File: src/rtl/piso_serializer.sv
// Parallel-in/serial-out stage: WIDTH-bit words in over valid/ready, MSB-first serial out.
// Optional even-parity bit after each word when SER_PARITY_EN is defined.
module piso_serializer #(
    parameter int WIDTH = 8
) (
    input  logic             clk,
    input  logic             rst,
    input  logic [WIDTH-1:0] din,
    input  logic             din_valid,
    output logic             din_ready,
    output logic             sout,
    output logic             sout_valid,
    output logic             busy
);

    localparam int CW = (WIDTH > 1) ? $clog2(WIDTH) : 1;
    localparam logic [CW-1:0] LAST_CNT = CW'(WIDTH - 1);

    localparam logic [1:0] IDLE   = 2'd0;
    localparam logic [1:0] SHIFT  = 2'd1;
    localparam logic [1:0] PARITY = 2'd2;

    logic [1:0]       state;
    logic [CW-1:0]    cnt;
    logic [WIDTH-1:0] shreg;
    logic             last_bit;
    logic             final_cycle;
    logic             xfer;

`ifdef SER_PARITY_EN
    logic par;

    function automatic logic even_par(input logic [WIDTH-1:0] w);
        return ^w;
    endfunction

    assign final_cycle = (state == PARITY);
`else
    assign final_cycle = last_bit;
`endif

    assign last_bit  = (state == SHIFT) && (cnt == LAST_CNT);
    assign din_ready = !rst && ((state == IDLE) || final_cycle);
    assign xfer      = din_valid && din_ready;
    assign busy      = (state != IDLE);

    // Load takes priority: xfer can only occur in IDLE or on a word's final cycle,
    // so the MSB of the next word is registered straight onto sout with no gap.
    always_ff @(posedge clk or posedge rst) begin
        if (rst) begin
            state      <= IDLE;
            cnt        <= '0;
            shreg      <= '0;
            sout       <= 1'b0;
            sout_valid <= 1'b0;
`ifdef SER_PARITY_EN
            par        <= 1'b0;
`endif
        end else if (xfer) begin
            state      <= SHIFT;
            cnt        <= '0;
            shreg      <= {din[WIDTH-2:0], 1'b0};
            sout       <= din[WIDTH-1];
            sout_valid <= 1'b1;
`ifdef SER_PARITY_EN
            par        <= even_par(din);
`endif
        end else begin
            case (state)
                SHIFT: begin
                    if (!last_bit) begin
                        sout  <= shreg[WIDTH-1];
                        shreg <= shreg << 1;
                        cnt   <= cnt + CW'(1);
                    end else begin
`ifdef SER_PARITY_EN
                        state <= PARITY;
                        sout  <= par;
`else
                        state      <= IDLE;
                        cnt        <= '0;
                        sout       <= 1'b0;
                        sout_valid <= 1'b0;
`endif
                    end
                end
                default: begin
                    // IDLE, or PARITY without a follow-on word: park the line at zero
                    state      <= IDLE;
                    cnt        <= '0;
                    sout       <= 1'b0;
                    sout_valid <= 1'b0;
                end
            endcase
        end
    end

endmodule

File: config.mk
export PLATFORM = sky130hd
export DESIGN_NAME = piso_serializer
export DESIGN_NICKNAME = d
export VERILOG_FILES = /design/src/rtl/piso_serializer.sv
export SDC_FILE = /design/constraint.sdc
export NUM_CORES = 1
export LEC_CHECK = 0
export ABC_CLOCK_PERIOD_IN_PS = 1640
export CELL_PAD_IN_SITES_DETAIL_PLACEMENT = 1
export CELL_PAD_IN_SITES_GLOBAL_PLACEMENT = 1
export CORE_UTILIZATION = 31
export CTS_BUF_LIST = sky130_fd_sc_hd__clkbuf_16
export CTS_CLUSTER_DIAMETER = 150
export CTS_CLUSTER_SIZE = 25
export DETAILED_ROUTE_END_ITERATION = 6
export PLACE_DENSITY_LB_ADDON = 0.1
export SLEW_MARGIN = 30
export SYNTH_ARGS = -nofsm -noshare
export SYNTH_HDL_FRONTEND = slang
export SYNTH_SLANG_ARGS = --single-unit
export TNS_END_PERCENT = 50
File: constraint.sdc
create_clock -name clk -period 1.64 [get_ports clk]
set_input_delay 0.164 -clock clk [delete_from_list [all_inputs] [get_ports clk]]
set_output_delay 0.164 -clock clk [all_outputs]
set_load 0.02 [all_outputs]
==> key figures <==
Floorplanning
  – Core area: 0.00156 sq mm
  – Initial Utilization: 0.345
  – Die Footprint: 0.00191 sq mm
  – Num ports: 15
  – Chip width: 43.7 microns
  – Rows: 14
  – Height of the die: 43.7 microns

Logic synthesis
  – Syn Std Cell Area: 538 sq um
  – Mapped Cells: 42
  – Syn Nets: 55
  – Syn. warnings: 0
  – Mean Syn Cell Area: 12.8 sq um
  – Synth Register Bits: 12
  – Seq/Total Area, Yosys: 0.558
  – Count of cell types in the netlist: 14

Power
  – Pwr dens: 1940 mW/mm^2
  – Total power: 1.51 mW
  – Peak VDD IR: 0.702 mV
  – Total leakage power: 0.368 nW

Timing
  – Tmin final: 1.55 ns
  – Worst slew pin tran: 0.467 ns
  – Fin. Hold Viols: 0
  – Max_slew headroom: 0.689
  – Clock skew: 0.00321 ns
  – Period utilization: 0.943
  – Max Freq: 647 MHz
  – Setup Viol. Count Final: 0
  – RSZ-0062 raised after global routing: false
  – Hold slack: 0.304 ns
  – Slew Viols, Final: 0

Worst setup path
  – CP startpoint kind: flip-flop
  – Critical path data arrival time: 1.67 ns
  – CP Capture Type: flip-flop
  – Critical path class: reg -> reg
  – Data required time of the critical path: 1.76 ns
  – Crit path max fanout: 8

Drt
  – Routed WL: 1120 microns
  – DRT iter0 DRCs: 4
  – Via count: 390
  – Routed wire per std cell: 14.9 microns
  – Vias per inst: 5.20
  – ANT nets after route: 0
  – DRC Markers: 0
  – Drt pass-1 iters: 2

Clocking
  – CTS sink cnt: 12
  – Maximum clock path buffer count: 2
  – Clk root buf: clkbuf_16
  – Total CTS buffers: 3
  – CTS Hold Bufs: 0
  – Clk slew on worst S/H paths: 0.04 ns
  – H-tree depth: 1
  – Clock latency on the worst-skew pair: 0.24 ns
  – CTS tree: built

Finish
  – Finished Cell Area: 776 sq um
  – Synthesis-to-layout area growth: 44.2%
  – N_diodes: 0
  – Layout Nets: 74
  – Utilization after layout: 0.498
  – Layout cells sized above 1: 0.186

GRT
  – Initial antenna violation count: 0
  – Vias in the first global route: 417
  – M2 GR Usage: 0.206
  – Total Routing Usage GR: 0.148
  – First-pass GRT wire length: 1850 microns
  – Largest net degree at the start of global routing: 13
  – Top Usage Layer GRT: met2
  – Grt met1 use: 0.172
  – Grt ovf: 0
  – Met3 usage: 0.0625

Placement
  – Routability cong.: 0.692
  – Hpwl dp: 845 microns
  – IO buf count: 14
  – Cell Area, Placed: 689 sq um

Status
  – Status: finished, final reports clean

Job
  – Maxcap violations: 0

Min path
  – Worst hold path class: in -> async
-- where the power goes --
part | internal, mW | switching (mW)
registers | 0.419 | 0.0601
clock network | 0.317 | 0.123
logic | 0.321 | 0.266
-- layer usage --
| layer | part of all wire | up-vias |
|---|---|---|
| met4 | 0.035 | 0 |
| li1 | - | 184 |
| met1 | 0.44 | 189 |
| met3 | 0.057 | 4 |
| met2 | 0.46 | 13 |
| met5 | 0 | - |
-- worst paths after layout --
path | start | endpoint | slack, ns | cells after the start
worst max-delay path | cnt[0] | shreg[7] | 0.09 | 6
worst min-delay path | rst | shreg[7] | 0.30 | 2
worst max register to register | cnt[0] | shreg[7] | 0.09 | 6
worst min register to register | cnt[0] | cnt[0] | 0.44 | 1
max in group asynchronous | rst | shreg[1] | 1.02 | 2
min in group clk | cnt[0] | cnt[0] | 0.44 | 1
-- kinds of logic after synthesis --
family / synth area share
DFF: 0.558
AOI/OAI and AO/OA: 0.142
and+or+nand+nor: 0.195
adders and majority gates: 0.0465
buffers and inverters: 0.0581
-- sequential cells by signal (all words and copies together), names as in the netlist --
name / count
shreg: 7
cnt: 3
state: 1
sout: 1
-- metrics by stage --
stage	instances	setup slack (ns)	TNS (ns)
floorplan	42	0.118	0
global placement	71	0.0356	0
detailed placement	71	-0.0217	-0.0582
CTS	74	0.0210	0
global route	75	0.0259	0
finish	75	0.0940	0
-- critical path: stages, from the launching register on --
cell and delay, ns:
dfrtp_1 0.38, ha_1 0.20, ha_2 0.18, nor2b_4 0.13
buf_6 0.13, nor2b_4 0.06, a221o_1 0.35
-- cells in the mapped netlist --
cell type | n | area share
buf_2 | 1 | 0.0093
inv_1 | 2 | 0.014
buf_6 | 1 | 0.021
dfrtp_1 | 12 | 0.56
a22o_1 | 1 | 0.016
nor2b_4 | 2 | 0.051
and2_1 | 8 | 0.093
buf_4 | 1 | 0.014
a221o_1 | 6 | 0.11
ha_1 | 2 | 0.047
nor3b_1 | 1 | 0.014
nor2b_1 | 2 | 0.023
a21o_1 | 1 | 0.014
nor2_1 | 2 | 0.014
-- cells in the final DEF, fill, tap and decap left out, drive strengths merged, types with 2 or more instances in the layout --
cell type      netlist  layout
and2                 8       8
inv                  2       2
clkbuf               0       3
ha                   2       2
buf                  3       4
dfrtp               12      12
a221o                6       6
nor2                 2       2
clkdlybuf4s50        0      13
nor2b                4       4
-- what timing repair did --
item                       CTS  global route
gates resized for setup      4             3
cloned                       0             0
setup endpoints to repair    6             7
buffers inserted             0             1
-- cell type report --
class	count	area, sq um
Fill cell	156	783
Inverter	2	7.51
Multi-Input combinational cell	25	211
Sequential cell	12	300
Tap cell	16	20.0
Timing Repair Buffer	17	161
Clock buffer	3	75.1
Note: power is estimated with default switching activity, not from simulation.
